`config.mk`:
```
export PLATFORM = sky130hd
export DESIGN_NAME = cpu5_lsu
export DESIGN_NICKNAME = d
export VERILOG_FILES = /design/src/rtl/cpu5_lsu.sv
export SDC_FILE = /design/constraint.sdc
export NUM_CORES = 1
export LEC_CHECK = 0
export CORE_MARGIN = 5
export CORE_UTILIZATION = 43
export DETAILED_ROUTE_END_ITERATION = 16
export PLACE_DENSITY = 0.88
export SETUP_SLACK_MARGIN = 0.3
export SYNTH_ARGS = -nofsm -noshare
export SYNTH_HDL_FRONTEND = slang
export SYNTH_SLANG_ARGS = --single-unit
```
`constraint.sdc`:
```
create_clock -name clk -period 2.24 [get_ports clk]
set_input_delay 0.448 -clock clk [delete_from_list [all_inputs] [get_ports clk]]
set_output_delay 0.448 -clock clk [all_outputs]
set_load 0.1 [all_outputs]
```
`src/rtl/cpu5_lsu.sv`:
```
// cpu5_lsu - load/store unit between the cpu5 datapath and the data-memory bus.
//
// Takes the datapath's single-cycle memory request (memread/memwrite, size,
// ld_unsigned, addr, wdata) and turns it into one req/ack transaction on the
// data bus. It generates byte enables and store-lane replication, extracts and
// extends load data, and holds stall high until the transaction completes.
// Misaligned accesses never reach the bus. Misaligned accesses, bus_err
// responses and ack timeouts complete with a one-cycle err pulse and rdata = 0.
//
// Ports:
//   clk, reset                       clock, synchronous active-low reset
//   memread, memwrite                load / store request, held while stall=1
//   size, ld_unsigned                access size (00 B, 01 H, 1x W), load zero-extend
//   addr, wdata                      byte address, right-aligned store data
//   rdata                            extended load data (held between completions)
//   stall                            freeze the core this cycle
//   err                              one-cycle error pulse on completion
//   bus_req, bus_we, bus_addr,
//   bus_wdata, bus_be                registered bus request side
//   bus_ack, bus_err, bus_rdata      bus response side
module cpu5_lsu #(
    parameter int XLEN    = 32,
    parameter int TIMEOUT = 16
) (
    input  logic            clk,
    input  logic            reset,
    input  logic            memread,
    input  logic            memwrite,
    input  logic [1:0]      size,
    input  logic            ld_unsigned,
    input  logic [XLEN-1:0] addr,
    input  logic [XLEN-1:0] wdata,
    output logic [XLEN-1:0] rdata,
    output logic            stall,
    output logic            err,
    output logic            bus_req,
    output logic            bus_we,
    output logic [XLEN-1:0] bus_addr,
    output logic [XLEN-1:0] bus_wdata,
    output logic [3:0]      bus_be,
    input  logic            bus_ack,
    input  logic            bus_err,
    input  logic [XLEN-1:0] bus_rdata
);

    typedef enum logic [1:0] {
        IDLE = 2'b00,
        REQ  = 2'b01,
        DONE = 2'b10
    } state_t;

    localparam int            CW       = (TIMEOUT > 2) ? $clog2(TIMEOUT) : 1;
    localparam logic [CW-1:0] CNT_LAST = CW'(TIMEOUT - 1);

    // Byte enables for the addressed lane(s) of the 32-bit word.
    function automatic logic [3:0] byte_en(input logic [1:0] sz, input logic [1:0] lo);
        logic [3:0] be;
        case (sz)
            2'b00:   be = 4'b0001 << lo;
            2'b01:   be = lo[1] ? 4'b1100 : 4'b0011;
            default: be = 4'b1111;
        endcase
        return be;
    endfunction

    // Store data copied into every lane so the enabled lane always carries it.
    function automatic logic [XLEN-1:0] replicate(input logic [1:0] sz, input logic [XLEN-1:0] wd);
        logic [XLEN-1:0] rep;
        case (sz)
            2'b00:   rep = XLEN'({4{wd[7:0]}});
            2'b01:   rep = XLEN'({2{wd[15:0]}});
            default: rep = wd;
        endcase
        return rep;
    endfunction

    // Pick the addressed byte/half out of the read word and extend it.
    function automatic logic [XLEN-1:0] load_extend(input logic [1:0] sz, input logic [1:0] lo,
                                                    input logic uns, input logic [XLEN-1:0] rd);
        logic [7:0]      b;
        logic [15:0]     h;
        logic [XLEN-1:0] r;
        b = rd[{lo, 3'b000} +: 8];
        h = rd[{lo[1], 4'b0000} +: 16];
        case (sz)
            2'b00:   r = uns ? {{(XLEN-8){1'b0}}, b}  : {{(XLEN-8){b[7]}}, b};
            2'b01:   r = uns ? {{(XLEN-16){1'b0}}, h} : {{(XLEN-16){h[15]}}, h};
            default: r = rd;
        endcase
        return r;
    endfunction

    state_t          state_r, state_s;
    logic [CW-1:0]   cnt_r, cnt_s;
    logic [1:0]      ld_size_r;
    logic [1:0]      ld_lane_r;
    logic            ld_uns_r;
    logic            bus_req_r, bus_we_r;
    logic [XLEN-1:0] bus_addr_r, bus_wdata_r;
    logic [3:0]      bus_be_r;
    logic [XLEN-1:0] rdata_r;
    logic            err_r;
    logic            op_s, misaligned_s, stall_s, done_err_s;
    logic [XLEN-1:0] ld_data_s;

    assign op_s      = memread | memwrite;
    assign rdata     = rdata_r;
    assign err       = err_r;
    assign stall     = stall_s;
    assign bus_req   = bus_req_r;
    assign bus_we    = bus_we_r;
    assign bus_addr  = bus_addr_r;
    assign bus_wdata = bus_wdata_r;
    assign bus_be    = bus_be_r;

    // Alignment check of the incoming request.
    always_comb begin
        case (size)
            2'b00:   misaligned_s = 1'b0;
            2'b01:   misaligned_s = addr[0];
            default: misaligned_s = (addr[1:0] != 2'b00);
        endcase
    end

    // Next state, stall and completion result; done_err_s/ld_data_s only
    // matter on the transition into DONE.
    always_comb begin
        state_s    = state_r;
        cnt_s      = cnt_r;
        stall_s    = 1'b0;
        done_err_s = 1'b0;
        ld_data_s  = {XLEN{1'b0}};
        case (state_r)
            IDLE: begin
                stall_s = op_s;
                if (op_s && misaligned_s) begin
                    state_s    = DONE;
                    done_err_s = 1'b1;
                end else if (op_s) begin
                    state_s = REQ;
                    cnt_s   = {CW{1'b0}};
                end else begin
                    state_s = IDLE;
                end
            end
            REQ: begin
                stall_s = 1'b1;
                if (bus_ack) begin
                    state_s    = DONE;
                    done_err_s = bus_err;
                    if (!bus_we_r && !bus_err) begin
                        ld_data_s = load_extend(ld_size_r, ld_lane_r, ld_uns_r, bus_rdata);
                    end else begin
                        ld_data_s = {XLEN{1'b0}};
                    end
                end else if (cnt_r == CNT_LAST) begin
                    state_s    = DONE;
                    done_err_s = 1'b1;
                end else begin
                    cnt_s = cnt_r + {{(CW-1){1'b0}}, 1'b1};
                end
            end
            DONE: begin
                // The request still held by the datapath here is the one just
                // finished, so it must not start a new access.
                state_s = IDLE;
            end
            default: begin
                state_s = IDLE;
            end
        endcase
    end

    // State, bus request registers and completion outputs.
    always_ff @(posedge clk) begin
        if (!reset) begin
            state_r     <= IDLE;
            cnt_r       <= {CW{1'b0}};
            ld_size_r   <= 2'b00;
            ld_lane_r   <= 2'b00;
            ld_uns_r    <= 1'b0;
            bus_req_r   <= 1'b0;
            bus_we_r    <= 1'b0;
            bus_addr_r  <= {XLEN{1'b0}};
            bus_wdata_r <= {XLEN{1'b0}};
            bus_be_r    <= 4'b0000;
            rdata_r     <= {XLEN{1'b0}};
            err_r       <= 1'b0;
        end else begin
            state_r <= state_s;
            cnt_r   <= cnt_s;
            err_r   <= done_err_s;
            if (state_r != DONE && state_s == DONE) begin
                rdata_r <= ld_data_s;
            end
            if (state_r == IDLE && state_s == REQ) begin
                bus_req_r   <= 1'b1;
                bus_we_r    <= memwrite;
                bus_addr_r  <= {addr[XLEN-1:2], 2'b00};
                bus_wdata_r <= replicate(size, wdata);
                bus_be_r    <= byte_en(size, addr[1:0]);
                ld_size_r   <= size;
                ld_lane_r   <= addr[1:0];
                ld_uns_r    <= ld_unsigned;
            end else if (state_r == REQ && state_s == DONE) begin
                bus_req_r <= 1'b0;
            end
        end
    end

endmodule

```
==> metrics.txt <==
share of layout cells above drive strength 1 23.0%; I/O Buffers 206; clk_lat worst skew 0.35 ns; Synth cell types 51; critical path type in2reg; CP startpoint size[0]; Max transition margin 55.4%; IO Pins 209; Area Growth Syn to Fin 50.0%; Flop pwr share 37.1%; hold slack 0.467 ns; vias in the first global route 4953; area of the core 11400 µm²; Layout Skew 0.00708 ns; Inst Count DP 881; maximum VDD drop 688 µV; gp weighted congestion 0.917; Final Setup Violations 0; Ys Warns 0; r2r startpoint cnt_r[0]; Final Non-Filler Cells 901; mean post-synth cell area 9.02 µm²; Final Hold Fails 0; 1st-iter DRT viols 393; # rows 39; number of synthesized flops with an enable pin 0; largest net degree at the start of global routing 77; Mapped Cells 554; top_reg_cell synth dfxtp_1; first-pass GRT wire length 25200 µm; unrepaired setup endpoints after global routing no; Net Sw Power 2.21 mW; crit path DAT 2.12 ns; Slew Limit Fails 0; Starting Density 43.7%; Setup crit end rdata[30]; Clk pwr share 29.3%; register clock-pin slew on the reported worst setup and hold paths 0.07 ns; register area share after synthesis 44.9%; DR pass1 iterations 5; crit path max fanout 8; #FFs+latches synth 112; dpl ws -0.224 ns; routed vias/inst 5.45; Worst Tran Pin Value 0.670 ns; total die area 13900 µm²; depth of the most critical reg-to-reg path 8; asr flop ratio synth 0%; Period minus WS final 1.89 ns; Die H 118 µm; die width 118 µm; Combinational Power Share 33.5%; leakage 3.25 nW; TritonCTS Sinks 112; cell area after synthesis 4990 µm²; Sw Share 37.2%; max frequency 0.528 GHz; final WL 15900 µm; vias after detailed routing 4912; worst setup margin 0.345 ns; deepest clock path buffer count 2; Final ANT Viol Nets 0; R2R Setup Slk 0.42 ns; residual DRC count 0; antenna violations before repair 0; Critical Path End Type register; post-route cell area 7490 µm²; antenna cells 0; # nets final 860; grt total ovfl 0; Worst EP required 2.47 ns; GRT Util Overall 22.1%; run status finished, final reports clean; CTS tree yes; fin util 65.6%; Num CTS Buffers 9; endpoint of the worst register-to-register path rdata[8]; DP Area 7030 µm²; max_cap viols 0; WL/cell 17.6 µm; Tcrit/Tclk final 84.6%; worst hold path type reg2reg; Cell Int Power 3.74 mW; root buf cell clkbuf_16; H-tree levels 3; pwr/cell area 794 nW/µm²; crit start category input port; Post-DP HPWL 11700 µm
[layout by cell type, fill, tap and decap left out, drive strengths merged, types with 2 or more instances in the layout]
master / instances
conb: 2
o211a: 19
mux2: 9
bufinv: 2
o2bb2ai: 3
nor2b: 6
inv: 3
buf: 130
a222oi: 5
dlygate4sd2: 2
dlymetal6s2s: 2
a221o: 16
a21oi: 9
nand2: 140
nand3b: 3
mux2i: 22
nor3: 2
o211ai: 9
a31oi: 3
nand2b: 14
a21boi: 53
a22o: 5
dfxtp: 112
a32o: 8
clkinv: 3
nor4b: 2
nor3b: 2
or3: 4
nand3: 10
clkdlybuf4s50: 99
nor2: 14
o21ai: 18
clkbuf: 11
xor2: 3
[through the flow]
stage	total power [mW]	setup TNS, ns
after global placement	4.17	-3.28
after CTS	5.95	0
after floorplan	3.60	0
after detailed placement	4.20	-4.12
final	5.95	0
after global routing	6.18	0
[final cells by class]
| cell class | instances | area [µm²] |
|---|---|---|
| Clock buffer | 10 | 239 |
| Clock inverter | 5 | 81.3 |
| Fill cell | 897 | 3930 |
| Inverter | 4 | 15.0 |
| Multi-Input combinational cell | 393 | 2580 |
| Sequential cell | 112 | 2240 |
| Tap cell | 143 | 179 |
| Timing Repair Buffer | 234 | 2150 |
[synth_stat cells, types with 2 or more instances]
master       n  share of area, %
nand2_1    140                11
dfxtp_1    112                45
a21boi_0    53               8.0
clkbuf_1    23               1.7
mux2i_1     22               4.4
o211a_1     19               3.8
o21ai_0     17               1.7
a221o_1     16               3.2
nand2b_1    14               1.8
nor2_1      14               1.1
buf_2       13               1.3
nand3_1     10               1.0
mux2_2       9               2.0
o211ai_1     9               1.4
a21oi_1      8              0.80
a32o_1       8               1.6
buf_1        6              0.45
nor2b_1      6              0.75
a222oi_1     5               1.0
a22o_1       5              0.88
or3_1        4              0.50
a31oi_1      3              0.38
nand3b_1     3              0.45
o2bb2ai_1    3              0.53
xor2_1       3              0.53
buf_4        2              0.30
inv_1        2              0.15
nor3_1       2              0.20
[sequential cells by signal (all words and copies together) (netlist names)]
name / cells
bus_addr: 30
bus_be: 4
bus_req: 1
bus_wdata: 32
bus_we: 1
cnt_r: 4
err: 1
ld_lane_r: 2
ld_size_r: 2
ld_uns_r: 1
rdata: 32
state_r: 2
[power groups by stage]
stage	logic [mW]	clock network, mW	registers, mW
2_1_floorplan	0.498	0	3.10
6_report	1.99	1.74	2.21
5_1_grt	2.08	1.87	2.23
4_1_cts	1.97	1.76	2.21
3_3_place_gp	1.92	0	2.25
3_5_place_dp	1.95	0	2.25
[critical path, stage by stage]
cell and delay [ns]:
clkdlybuf4s50_1 0.49, nand2_2 0.11, a2111oi_4 0.42, nor3b_4 0.14
buf_12 0.16, a221o_1 0.36
[cells by family (layout without fill, tap and decap cells)]
kind of cell | count (synthesis) | after routing | share of synthesized area [%]
flops | 112 | 112 | 44.9
other cells | 1 | 2 | 0.0751
compound gates | 151 | 151 | 24.4
fa+ha+maj | 1 | 1 | 0.250
xor+xnor | 3 | 3 | 0.526
simple gates | 204 | 204 | 18.6
buf+inv | 50 | 253 | 4.41
mux | 32 | 32 | 6.89
[what timing repair did]
action,4_1_cts,5_1_grt
cloned,1,1
endpoints found under the hold margin,0,0
hold buffers,0,0
setup buffers,1,2
resized for setup,6,9
pin swaps,1,3
setup endpoints to repair,25,32
[routing by layer]
| layer | share of wire, % | up-vias | global-route usage (%) |
|---|---|---|---|
| met5 | 0 | - | 0 |
| met4 | 3.3 | 0 | 9.03 |
| met3 | 11 | 44 | 8.89 |
| met2 | 47 | 231 | 36.5 |
| met1 | 39 | 2268 | 25.4 |
| li1 | - | 2369 | - |
[worst min-delay path by stage]
stage,from,to,cells after the start
final,bus_addr[2],bus_addr[2],2
after global routing,bus_addr[19],bus_addr[19],2
after CTS,bus_addr[22],bus_addr[22],2
after detailed placement,bus_addr[22],bus_addr[22],2
after global placement,bus_wdata[0],bus_wdata[0],2
after floorplan,cnt_r[1],cnt_r[1],2
(Power assumes the default switching activity.)
